===== config.mk =====
export PLATFORM = sky130hd
export DESIGN_NAME = shk_merge
export DESIGN_NICKNAME = d
export VERILOG_FILES = /design/src/rtl/shk_merge.sv
export SDC_FILE = /design/constraint.sdc
export NUM_CORES = 1
export LEC_CHECK = 0
export CAP_MARGIN = 20
export CORE_AREA = 2 2 225 227
export DETAILED_ROUTE_END_ITERATION = 10
export DIE_AREA = 0 0 227 229
export PLACE_DENSITY = 0.35
export SETUP_SLACK_MARGIN = 0.3
export SYNTH_ARGS = -nofsm -noshare
export SYNTH_HDL_FRONTEND = slang
export SYNTH_SLANG_ARGS = --single-unit

===== constraint.sdc =====
create_clock -name i_sys_clk -period 5.7 [get_ports i_sys_clk]
set_input_delay 1.71 -clock i_sys_clk [delete_from_list [all_inputs] [get_ports i_sys_clk]]
set_output_delay 1.71 -clock i_sys_clk [all_outputs]
set_load 0.02 [all_outputs]

===== src/rtl/shk_merge.sv =====
// shk_merge: eight shake initiators (s_shk_0..7) share one shake responder
// (m_shk_0). A round-robin arbiter grants one initiator at a time; its request
// is forwarded to the master port and the reply is routed back only to it.
//
// Handshake: an initiator holds wvalid high with smosi/dmosi stable until it
// samples wready = 1; the transfer completes on the cycle where wvalid and
// wready are both 1, and smiso/dmiso are valid on that same cycle.
//
// Ports:
//   i_sys_clk, i_sys_rst          clock, asynchronous active-high reset
//   s_shk_n_wvalid/smosi/dmosi    request from initiator n (n = 0..7)
//   s_shk_n_wready/smiso/dmiso    completion and response to initiator n
//   m_shk_0_wvalid/smosi/dmosi    merged request to the responder
//   m_shk_0_wready/smiso/dmiso    reply from the responder
//   o_grant_id                    index of the current or last granted initiator
//   o_timeout                     one-cycle pulse, high in the DONE cycle that
//                                 follows a forced (timed-out) completion
//   o_dbg_state                   FSM state (0 IDLE, 1 BUSY, 2 DONE)
module shk_merge #(
  parameter int WD_SHK_SYNC = 16,
  parameter int WD_SHK_DLAY = 15,
  parameter int TIMEOUT_CYC = 1023
) (
  input  logic                   i_sys_clk,
  input  logic                   i_sys_rst,
  input  logic                   s_shk_0_wvalid,
  input  logic [WD_SHK_SYNC-1:0] s_shk_0_smosi,
  input  logic [WD_SHK_DLAY-1:0] s_shk_0_dmosi,
  output logic                   s_shk_0_wready,
  output logic [WD_SHK_SYNC-1:0] s_shk_0_smiso,
  output logic [WD_SHK_DLAY-1:0] s_shk_0_dmiso,
  input  logic                   s_shk_1_wvalid,
  input  logic [WD_SHK_SYNC-1:0] s_shk_1_smosi,
  input  logic [WD_SHK_DLAY-1:0] s_shk_1_dmosi,
  output logic                   s_shk_1_wready,
  output logic [WD_SHK_SYNC-1:0] s_shk_1_smiso,
  output logic [WD_SHK_DLAY-1:0] s_shk_1_dmiso,
  input  logic                   s_shk_2_wvalid,
  input  logic [WD_SHK_SYNC-1:0] s_shk_2_smosi,
  input  logic [WD_SHK_DLAY-1:0] s_shk_2_dmosi,
  output logic                   s_shk_2_wready,
  output logic [WD_SHK_SYNC-1:0] s_shk_2_smiso,
  output logic [WD_SHK_DLAY-1:0] s_shk_2_dmiso,
  input  logic                   s_shk_3_wvalid,
  input  logic [WD_SHK_SYNC-1:0] s_shk_3_smosi,
  input  logic [WD_SHK_DLAY-1:0] s_shk_3_dmosi,
  output logic                   s_shk_3_wready,
  output logic [WD_SHK_SYNC-1:0] s_shk_3_smiso,
  output logic [WD_SHK_DLAY-1:0] s_shk_3_dmiso,
  input  logic                   s_shk_4_wvalid,
  input  logic [WD_SHK_SYNC-1:0] s_shk_4_smosi,
  input  logic [WD_SHK_DLAY-1:0] s_shk_4_dmosi,
  output logic                   s_shk_4_wready,
  output logic [WD_SHK_SYNC-1:0] s_shk_4_smiso,
  output logic [WD_SHK_DLAY-1:0] s_shk_4_dmiso,
  input  logic                   s_shk_5_wvalid,
  input  logic [WD_SHK_SYNC-1:0] s_shk_5_smosi,
  input  logic [WD_SHK_DLAY-1:0] s_shk_5_dmosi,
  output logic                   s_shk_5_wready,
  output logic [WD_SHK_SYNC-1:0] s_shk_5_smiso,
  output logic [WD_SHK_DLAY-1:0] s_shk_5_dmiso,
  input  logic                   s_shk_6_wvalid,
  input  logic [WD_SHK_SYNC-1:0] s_shk_6_smosi,
  input  logic [WD_SHK_DLAY-1:0] s_shk_6_dmosi,
  output logic                   s_shk_6_wready,
  output logic [WD_SHK_SYNC-1:0] s_shk_6_smiso,
  output logic [WD_SHK_DLAY-1:0] s_shk_6_dmiso,
  input  logic                   s_shk_7_wvalid,
  input  logic [WD_SHK_SYNC-1:0] s_shk_7_smosi,
  input  logic [WD_SHK_DLAY-1:0] s_shk_7_dmosi,
  output logic                   s_shk_7_wready,
  output logic [WD_SHK_SYNC-1:0] s_shk_7_smiso,
  output logic [WD_SHK_DLAY-1:0] s_shk_7_dmiso,
  output logic                   m_shk_0_wvalid,
  output logic [WD_SHK_SYNC-1:0] m_shk_0_smosi,
  output logic [WD_SHK_DLAY-1:0] m_shk_0_dmosi,
  input  logic                   m_shk_0_wready,
  input  logic [WD_SHK_SYNC-1:0] m_shk_0_smiso,
  input  logic [WD_SHK_DLAY-1:0] m_shk_0_dmiso,
  output logic [2:0]             o_grant_id,
  output logic                   o_timeout,
  output logic [1:0]             o_dbg_state
);

  typedef enum logic [1:0] {
    ST_IDLE = 2'd0,
    ST_BUSY = 2'd1,
    ST_DONE = 2'd2
  } state_t;

  localparam logic [15:0] TCNT_LAST = 16'(TIMEOUT_CYC - 1);

  // Per-initiator views as arrays so the arbiter and router can index by grant.
  logic [7:0]             s_wvalid;
  logic [WD_SHK_SYNC-1:0] s_smosi [8];
  logic [WD_SHK_DLAY-1:0] s_dmosi [8];
  logic [7:0]             s_wready;
  logic [WD_SHK_SYNC-1:0] s_smiso [8];
  logic [WD_SHK_DLAY-1:0] s_dmiso [8];

  assign s_wvalid = {s_shk_7_wvalid, s_shk_6_wvalid, s_shk_5_wvalid, s_shk_4_wvalid,
                     s_shk_3_wvalid, s_shk_2_wvalid, s_shk_1_wvalid, s_shk_0_wvalid};
  assign s_smosi[0] = s_shk_0_smosi;
  assign s_smosi[1] = s_shk_1_smosi;
  assign s_smosi[2] = s_shk_2_smosi;
  assign s_smosi[3] = s_shk_3_smosi;
  assign s_smosi[4] = s_shk_4_smosi;
  assign s_smosi[5] = s_shk_5_smosi;
  assign s_smosi[6] = s_shk_6_smosi;
  assign s_smosi[7] = s_shk_7_smosi;
  assign s_dmosi[0] = s_shk_0_dmosi;
  assign s_dmosi[1] = s_shk_1_dmosi;
  assign s_dmosi[2] = s_shk_2_dmosi;
  assign s_dmosi[3] = s_shk_3_dmosi;
  assign s_dmosi[4] = s_shk_4_dmosi;
  assign s_dmosi[5] = s_shk_5_dmosi;
  assign s_dmosi[6] = s_shk_6_dmosi;
  assign s_dmosi[7] = s_shk_7_dmosi;

  state_t      state_q, state_d;
  logic [2:0]  grant_q, grant_d;
  logic [2:0]  last_q, last_d;
  logic [15:0] tcnt_q, tcnt_d;
  logic        timeout_q, timeout_d;

  // Round-robin pick: first requester at last+1, last+2, ... wrapping mod 8,
  // so the previous winner is considered last.
  logic [2:0] pick;
  logic [2:0] idx;
  logic       req_any;

  always_comb begin
    pick    = last_q;
    idx     = last_q;
    req_any = 1'b0;
    for (int i = 1; i <= 8; i++) begin
      idx = last_q + 3'(i);
      if (!req_any && s_wvalid[idx]) begin
        pick    = idx;
        req_any = 1'b1;
      end
    end
  end

  logic busy;
  logic g_wvalid;
  logic at_limit;
  logic timeout_hit;
  logic complete;

  // At the timeout cycle the master request is withdrawn, so the responder
  // cannot complete concurrently with the forced completion.
  always_comb begin
    busy        = (state_q == ST_BUSY);
    g_wvalid    = s_wvalid[grant_q];
    at_limit    = busy && (tcnt_q == TCNT_LAST);
    timeout_hit = at_limit && g_wvalid;
    complete    = busy && g_wvalid && !at_limit && m_shk_0_wready;
  end

  always_comb begin
    m_shk_0_wvalid = busy && g_wvalid && !at_limit;
    m_shk_0_smosi  = busy ? s_smosi[grant_q] : '0;
    m_shk_0_dmosi  = busy ? s_dmosi[grant_q] : '0;
  end

  always_comb begin
    for (int n = 0; n < 8; n++) begin
      s_wready[n] = 1'b0;
      s_smiso[n]  = '0;
      s_dmiso[n]  = '0;
    end
    if (busy) begin
      s_wready[grant_q] = complete || timeout_hit;
      s_smiso[grant_q]  = timeout_hit ? '1 : m_shk_0_smiso;
      s_dmiso[grant_q]  = timeout_hit ? '0 : m_shk_0_dmiso;
    end
  end

  assign s_shk_0_wready = s_wready[0];
  assign s_shk_1_wready = s_wready[1];
  assign s_shk_2_wready = s_wready[2];
  assign s_shk_3_wready = s_wready[3];
  assign s_shk_4_wready = s_wready[4];
  assign s_shk_5_wready = s_wready[5];
  assign s_shk_6_wready = s_wready[6];
  assign s_shk_7_wready = s_wready[7];
  assign s_shk_0_smiso  = s_smiso[0];
  assign s_shk_1_smiso  = s_smiso[1];
  assign s_shk_2_smiso  = s_smiso[2];
  assign s_shk_3_smiso  = s_smiso[3];
  assign s_shk_4_smiso  = s_smiso[4];
  assign s_shk_5_smiso  = s_smiso[5];
  assign s_shk_6_smiso  = s_smiso[6];
  assign s_shk_7_smiso  = s_smiso[7];
  assign s_shk_0_dmiso  = s_dmiso[0];
  assign s_shk_1_dmiso  = s_dmiso[1];
  assign s_shk_2_dmiso  = s_dmiso[2];
  assign s_shk_3_dmiso  = s_dmiso[3];
  assign s_shk_4_dmiso  = s_dmiso[4];
  assign s_shk_5_dmiso  = s_dmiso[5];
  assign s_shk_6_dmiso  = s_dmiso[6];
  assign s_shk_7_dmiso  = s_dmiso[7];

  always_comb begin
    state_d   = state_q;
    grant_d   = grant_q;
    last_d    = last_q;
    tcnt_d    = tcnt_q;
    timeout_d = 1'b0;
    case (state_q)
      ST_IDLE: begin
        if (req_any) begin
          grant_d = pick;
          last_d  = pick;
          tcnt_d  = '0;
          state_d = ST_BUSY;
        end
      end
      ST_BUSY: begin
        if (complete) begin
          state_d = ST_DONE;
        end else if (!g_wvalid) begin
          // Initiator withdrew: abandon without completing it.
          state_d = ST_IDLE;
        end else if (timeout_hit) begin
          state_d   = ST_DONE;
          timeout_d = 1'b1;
        end else begin
          tcnt_d = tcnt_q + 16'd1;
        end
      end
      ST_DONE: state_d = ST_IDLE;
      default: state_d = ST_IDLE;
    endcase
  end

  always_ff @(posedge i_sys_clk or posedge i_sys_rst) begin
    if (i_sys_rst) begin
      state_q   <= ST_IDLE;
      grant_q   <= 3'd0;
      last_q    <= 3'd7;
      tcnt_q    <= 16'd0;
      timeout_q <= 1'b0;
    end else begin
      state_q   <= state_d;
      grant_q   <= grant_d;
      last_q    <= last_d;
      tcnt_q    <= tcnt_d;
      timeout_q <= timeout_d;
    end
  end

  assign o_grant_id  = grant_q;
  assign o_timeout   = timeout_q;
  assign o_dbg_state = state_q;

endmodule


==> results.txt, run 1 <==
----------------------------------------------------
[Clock network]
  H-tree depth ... 1
  Hold bufs inserted after CTS ... 0
  Maximum clock path buffer count ... 2
  CTS buffer count ... 3
  TritonCTS clock tree ... done
  Sink count of the clock tree ... 25
  Latest clock arrival within the worst-skew pair ... approximately 0.27 ns
  Clock-pin slew of the registers on the worst-case setup and hold paths ... 0.07 ns
  Clk root buf ... clkbuf_16

[Timing]
  Final Setup Violations ... 0
  Minimum clock period ... about 5.4 ns
  Slack of the critical path ... ~0.32 ns
  Actual transition at the worst max-transition pin ... between 0.7 and 0.8 ns
  Setup repair after global routing missed its margin ... yes
  Slew HR ... roughly half
  Final worst path period share ... a little over nine tenths
  Hold slack final ... roughly 0.55 ns
  Maximum clock frequency ... 0.186 GHz
  Final Slew Violations ... 0
  Clock Skews ... between 0.005 and 0.006 ns
  Final Hold Viols ... 0

[Hold path]
  Class of the tightest hold or removal check ... register to register

[Power]
  Int Pwr ... roughly 2.0 mW
  Worst IR drop on VDD ... between 0.00015 and 0.0002 V
  Clock share of power ... 3.8%
  Power spent charging and discharging nets ... between 2 and 3 mW
  Fraction of power spent switching nets ... 56.0%
  Static power due to leakage ... approximately 5.1 nW
  Reg power frac ... under 10%
  Pwr Density ... between 300 and 400 nW/um^2
  Relative contribution of combinational cells to total power ... about nine tenths

[Finish]
  Layout overhead on the synthesized area ... 129%
  Most common library cell in the layout ignoring fill and taps ... clkdlybuf4s50_1
  Final Net Count ... 1,650
  Commonest cells after routing, fill and taps aside ... clkdlybuf4s50_1 (322), nor2_1 (153), buf_2 (127)
  Layout cells sized above 1 ... around 31%
  Number of filler cells placed in the layout ... about 5,700
  Final cell utilization of the core ... about a quarter
  Final Instance Count excl. Fillers ... ~2,000

[Worst setup path]
  Launching element type of the critical path ... input port
  Data required, critical path ... 3.99 ns
  Arrival time of the worst setup path ... roughly 3.7 ns
  Crit path capture type ... output pin
  Largest fanout on the critical path ... 7
  Critical path type ... input port to output pin

[Yosys]
  Sequential share of the synthesized area ... approximately 12%
  Synth Area per Inst ... between 7 and 8 um^2
  EDFF count, synth ... 0
  Fraction of the mapped netlist area in compound gates ... about a third
  Flop and latch count out of synthesis ... 25
  Synth Instances ... 739
  Count of synthesis-stage warnings from yosys ... 0
  Netlist Area Pre-Place ... 5190 um^2
  Cell types with the largest area share after synthesis ... and2_1 (15%), nor2_1 (12%), dfrtp_1 (11%)
  Distinct cell type count after synthesis ... 62
  Share of synthesized cell area in and, or, nand and nor gates ... 38.0%
  Share of the synthesized area in the top cell type ... between 10% and 20%
  Post-synthesis net count ... 1,033
  Asr flop ratio synth ... 100%
  Portion of netlist area occupied by mux cells ... under 10%
  Adder and majority cell fraction of the synthesized area ... less than 1%
  Largest area contributor in the netlist ... and2_1
  Largest family of logic cells by synthesized area ... simple AND/OR/NAND/NOR gates
  Area share of xor/xnor cells in the synthesized design ... 1.18%
  Commonest register cell after synthesis ... dfrtp_1

[Place]
  HPWL after detailed placement ... approximately 38 mm
  Worst slack at placement ... -0.878 ns
  # placed instances ... around 2,000
  Count of port buffers added during placement ... between 500 and 600
  RePlAce Congestion ... 0.841

[Floorplan]
  Number of placement rows ... 82
  Total core area ... between 40,000 and 50,000 um^2
  Initial core utilization ... about a tenth
  Die ar. ... about 52,000 um^2
  Die Height ... about 230 um
  Die Span X ... ~230 um
  Number of top-level pins ... roughly 580

[Detailed routing]
  Total number of vias ... 8,522
  WL per Instance ... between 20 and 25 um
  Metal1 wirelength ... around 20 mm
  Total wirelength of the detailed-routed design ... between 40 and 50 mm
  # DRC ... 0
  Met2 wire length ... between 20 and 25 mm
  Met3 Wirelength ... 3.57 mm
  Detailed-routing iteration count for the pre-antenna-repair pass ... 5
  Antenna Nets Post-Route ... 0
  Avg Vias per Cell ... 4.19
  Violation count after the first detailed-route iteration ... 358
  Top routing layer used ... met5

[GRT]
  GRT Util Overall ... 17.4%
  Initial antenna violation count ... 10
  First-pass GRT wire length ... ~66 mm
  Total global routing overflow ... 0
  Largest net degree at the start of global routing ... 36
  Vias in the first global route ... roughly 8,700

[Run status]
  Result of the run ... finished, final reports clean

[Job]
  # Max-Cap Violations ... 0

----------------------------------------------------
-- worst max-delay path: stages --
cell	delay (ns)
clkbuf_2	0.09
mux4_2	0.51
mux2i_4	0.24
nor2_4	0.08
and2_4	0.24
nor2_4	0.17
buf_4	0.19
and2_1	0.13
clkdlybuf4s15_2	0.28
-- through the flow --
step                cell area, um^2  TNS [ns]  power [mW]
floorplan                      5190         0        2.52
global placement              12200   -149.84        4.46
detailed placement            12300   -163.60        4.43
CTS                           12300         0        4.59
global route                  11900         0        4.82
finish                        11900         0        4.48
-- repair_timing --
item                       CTS  global route
setup endpoints to repair  257           233
resized for setup          684           232
pin swaps                    2             4
gates cloned                 3             4
setup buffers                9             0
-- Yosys cell counts, drive strengths merged (10+ instances only) --
| cell type | instances |
|---|---|
| a22oi | 63 |
| a31oi | 32 |
| mux4 | 12 |
| clkbuf | 50 |
| o31ai | 10 |
| nor2 | 178 |
| nand2 | 29 |
| a221oi | 32 |
| a21oi | 12 |
| a22o | 32 |
| mux2i | 12 |
| dfrtp | 22 |
| and2 | 122 |
| nor3 | 10 |
| buf | 14 |
-- power groups by stage --
| stage | Combinational, mW | Clock (mW) | Sequential, mW |
|---|---|---|---|
| 2_1_floorplan | 2.24 | 0 | 0.278 |
| 3_3_place_gp | 4.10 | 0 | 0.357 |
| 3_5_place_dp | 4.07 | 0 | 0.358 |
| 4_1_cts | 4.06 | 0.176 | 0.357 |
| 5_1_grt | 4.27 | 0.186 | 0.370 |
| 6_report | 3.96 | 0.168 | 0.354 |
-- metal layers --
metal / GRT usage [%] / vias to the layer above
met5: 0 / -
met3: 4.16 / 30
li1: - / 3992
met1: 21.2 / 4119
met2: 31.3 / 371
met4: 2.74 / 10
-- sequential cells by signal, indices dropped and copies added, names as in the netlist --
| name | count |
|---|---|
| o_timeout | 1 |
| tcnt_q | 16 |
| last_q | 3 |
| o_grant_id | 3 |
| o_dbg_state | 2 |
-- cell type report --
type	instances	area, um^2	area share (%)
timing repair buffer	675	5830	49.1
multi-input combinational	643	4440	37.4
tap	672	841	7.09
sequential	25	629	5.31
clock buffer	3	75.1	0.633
inverter	8	30.0	0.253
antenna	6	15.0	0.127
clock inverter	1	7.51	0.0633
-- final timing paths --
check	startpoint	endpoint	slack, ns	depth (start not counted)
worst max register to register	last_q[0]$_DFFE_PP1P_	tcnt_q[5]$_DFFE_PP0P_	1.97	9
worst max-delay path	s_shk_7_wvalid	s_shk_4_dmiso[8]	0.32	9
worst min-delay path	tcnt_q[3]$_DFFE_PP0P_	tcnt_q[3]$_DFFE_PP0P_	0.55	1
worst min register to register	tcnt_q[3]$_DFFE_PP0P_	tcnt_q[3]$_DFFE_PP0P_	0.55	1
min in group asynchronous	i_sys_rst	o_grant_id[1]$_DFFE_PP0P_	1.79	2
max in group asynchronous	i_sys_rst	last_q[0]$_DFFE_PP1P_	3.35	3
-- cells by family (layout without fill, tap and decap cells) --
kind of cell    count (synthesis)  after routing
flops                          25             25
mux                            33             33
other cells                     0              6
fa+ha+maj                       4              4
simple gates                  385            386
xor+xnor                        7              7
buf+inv                        72            687
compound gates                213            213
(Power assumes the default switching activity.)
==> inputs of run 2 (changes only) <==
--- a/config.mk
+++ b/config.mk
@@ -5,12 +5,13 @@
 export SDC_FILE = /design/constraint.sdc
 export NUM_CORES = 1
 export LEC_CHECK = 0
-export CAP_MARGIN = 20
+export CAP_MARGIN = 0
 export CORE_AREA = 2 2 225 227
 export DETAILED_ROUTE_END_ITERATION = 10
 export DIE_AREA = 0 0 227 229
 export PLACE_DENSITY = 0.35
 export SETUP_SLACK_MARGIN = 0.3
+export SKIP_LAST_GASP = 1
 export SYNTH_ARGS = -nofsm -noshare
 export SYNTH_HDL_FRONTEND = slang
 export SYNTH_SLANG_ARGS = --single-unit
==> run 2 against run 1 <==
Against the previous run: total power rose by 1.0%; highest routed layer unchanged; largest cell class unchanged; flip-flop and latch count did not move; core utilization rose by 0.96 points; sequential power barely moved; setup slack got worse by 0.012 ns; clock power barely moved; sequential share of layout area fell by 0.20 points; critical endpoint is now s_shk_6_dmiso[14]; design area rose by 4.0%; worst hold slack improved by 0.0046 ns; die area did not move; count of clock-buffer cells in the layout did not move.
==> results.txt, run 2 (synthesis gave the netlist of run 1 again) <==
----------------------------------------------------
[Detailed routing]
  Total wirelength of the detailed-routed design ... roughly 49 mm
  Total number of vias ... 8,575
  WL per Instance ... 24.0 um
  Violation count after the first detailed-route iteration ... around 330
  # DRC ... 0
  Detailed-routing iteration count for the pre-antenna-repair pass ... 4
  Antenna Nets Post-Route ... 0
  Avg Vias per Cell ... roughly 4.2

[Worst setup path]
  Internal reg-to-reg setup slack ... a little under 2 ns
  Crit path capture type ... output pin
  Crit path cell chain ... buf_8 > mux4_2 > mux2i_4 > nor2_4 > and2_4 > nor2_4 > buf_6 > and2_1 > clkdlybuf4s15_2
  CP max-delay cell ... mux4_2
  Path depth of the worst reg2reg path ... 9
  Launching element type of the critical path ... input port
  Start point of the critical path ... s_shk_5_wvalid
  Arrival time of the worst setup path ... 3.68 ns
  Maximum single-stage delay on the critical path ... approximately 0.5 ns
  Reg2reg start ... last_q[0]$_DFFE_PP1P_
  Largest fanout on the critical path ... 7
  Critical path type ... input port to output pin
  Cell occurring most often along the worst timing path ... nor2_4
  Data required, critical path ... approximately 4.0 ns
  FF-to-FF End ... tcnt_q[5]$_DFFE_PP0P_

[Timing]
  Final Slew Violations ... 0
  Slack of the critical path ... ~0.3 ns
  Final Hold Viols ... 0
  Setup repair after global routing missed its margin ... yes
  Actual transition at the worst max-transition pin ... 1.12 ns
  Hold slack final ... around 0.55 ns
  Final Setup Violations ... 0
  Maximum clock frequency ... ~0.19 GHz
  Minimum clock period ... about 5.4 ns
  Final worst path period share ... between 90% and 100%
  Clock Skews ... ~0.0038 ns
  Slew HR ... roughly 25%

[GRT]
  Vias in the first global route ... a little under 9,000
  GRT Util Overall ... around 17%
  Largest net degree at the start of global routing ... 36
  Total global routing overflow ... 0
  First-pass GRT wire length ... roughly 65 mm
  Initial antenna violation count ... 11

[Power]
  Clock share of power ... around 3.6%
  Worst IR drop on VDD ... around 0.00017 V
  Power spent charging and discharging nets ... ~2.5 mW
  Int Pwr ... roughly 2 mW
  Reg power frac ... 7.8%
  Static power due to leakage ... just under 5 nW
  Fraction of power spent switching nets ... 55.7%
  Relative contribution of combinational cells to total power ... between 80% and 90%
  Pwr Density ... between 300 and 400 nW/um^2

[Finish]
  Top reg by flops ... tcnt_q
  Most common library cell in the layout ignoring fill and taps ... clkdlybuf4s50_1
  Commonest cells after routing, fill and taps aside ... clkdlybuf4s50_1 (327), nor2_1 (150), and2_1 (117)
  Area of the multi-input gates ... about 4400 um^2
  Final Net Count ... approximately 1,700
  Number of filler cells placed in the layout ... around 5,700
  Final Instance Count excl. Fillers ... 2,034
  Flip-flop count of the largest register after layout ... 16
  Layout overhead on the synthesized area ... 138%
  Layout cells sized above 1 ... 31.0%
  Area of all sequential standard cells ... between 600 and 700 um^2

[Clock network]
  H-tree depth ... 1
  Latest clock arrival within the worst-skew pair ... around 0.26 ns
  Sink count of the clock tree ... 25
  CTS buffer count ... 3
  Maximum clock path buffer count ... 2
  Clock-pin slew of the registers on the worst-case setup and hold paths ... roughly 0.070 ns
  Clk root buf ... clkbuf_16
  TritonCTS clock tree ... done

[Floorplan]
  Number of top-level pins ... 584
  Total core area ... ~50,000 um^2
  Initial core utilization ... a little over a tenth
  Die Span X ... 227 um
  Die ar. ... about 52,000 um^2
  Die Height ... 229 um
  Number of placement rows ... approximately 80

[Place]
  HPWL after detailed placement ... between 30 and 40 mm
  RePlAce Congestion ... 0.841
  # placed instances ... 2,006
  Worst slack at placement ... -0.918 ns
  Count of port buffers added during placement ... approximately 600

[Hold path]
  Number of cells traversed by the worst hold path ... 1
  Class of the tightest hold or removal check ... register to register
  Beginning of the worst hold path ... tcnt_q[3]$_DFFE_PP0P_
  End point of the most critical hold path ... tcnt_q[3]$_DFFE_PP0P_

[Run status]
  Result of the run ... finished, final reports clean

[Job]
  # Max-Cap Violations ... 0

----------------------------------------------------
-- run 2: cell types whose count changed in the layout (fill, tap and decap cells not counted), moves of 5 or more --
cell,previous run,this run
buf_2,127,82
clkdlybuf4s15_2,27,102
clkbuf_2,56,20
clkdlybuf4s15_1,0,5
nor2_2,6,11
clkdlybuf4s50_1,322,327
dlymetal6s2s_1,5,0
-- run 2: what timing repair did --
item                       in CTS  in global routing
hold buffers                    0                  0
setup buffers                   9                  2
gates resized for setup       701                159
cloned                          1                  5
setup endpoints to repair     257                225
pin swaps                       2                  4
-- run 2: stage by stage --
step | power, mW | instance area, um^2 | setup TNS [ns] | utilization [%]
floorplan | 2.52 | 5190 | 0 | -
global placement | 4.46 | 12200 | -149.84 | 24.6
detailed placement | 4.42 | 12200 | -167.38 | 24.6
CTS | 4.59 | 12600 | 0 | 25.3
global route | 4.83 | 12300 | 0 | 24.8
finish | 4.53 | 12300 | 0 | 24.8
-- run 2: critical path: cells and delay by family --
family / cells / cell delay, ns
AND/OR/NAND/NOR: 4 / 0.65
buffers and inverters: 3 / 0.56
multiplexers: 2 / 0.75
-- run 2: how the worst max path moves through the flow --
stage / endpoint / slack, ns
4_1_cts: s_shk_0_smiso[1] / 0.21
2_1_floorplan: s_shk_0_dmiso[10] / 0.38
3_5_place_dp: s_shk_7_dmiso[8] / -0.92
5_1_grt: s_shk_6_dmiso[12] / 0.22
3_3_place_gp: s_shk_7_dmiso[8] / -0.84
6_report: s_shk_6_dmiso[14] / 0.31
-- run 2: per-layer routing --
metal	global-route usage (%)	wire, um	part of all wire (%)	vias to the layer above
met5	0	54	0.11	-
met4	3.41	658	1.4	8
met3	4.26	3480	7.1	32
met2	31.0	24700	51	381
met1	20.7	19900	41	4156
li1	-	-	-	3998
-- run 2: layout make-up --
cell class                 instances  share of cell area (%)
clock buffer                       3                   0.608
clock inverter                     1                  0.0406
multi-input combinational        643                    36.0
inverter                           8                   0.243
tap                              672                    6.81
timing repair buffer             675                    51.1
sequential                        25                    5.10
antenna                            7                   0.142
-- run 2: power groups by stage --
stage / registers (mW) / clock network (mW) / logic (mW)
5_1_grt: 0.367 / 0.181 / 4.28
3_3_place_gp: 0.357 / 0 / 4.10
6_report: 0.353 / 0.165 / 4.01
2_1_floorplan: 0.278 / 0 / 2.24
4_1_cts: 0.355 / 0.172 / 4.06
3_5_place_dp: 0.357 / 0 / 4.06
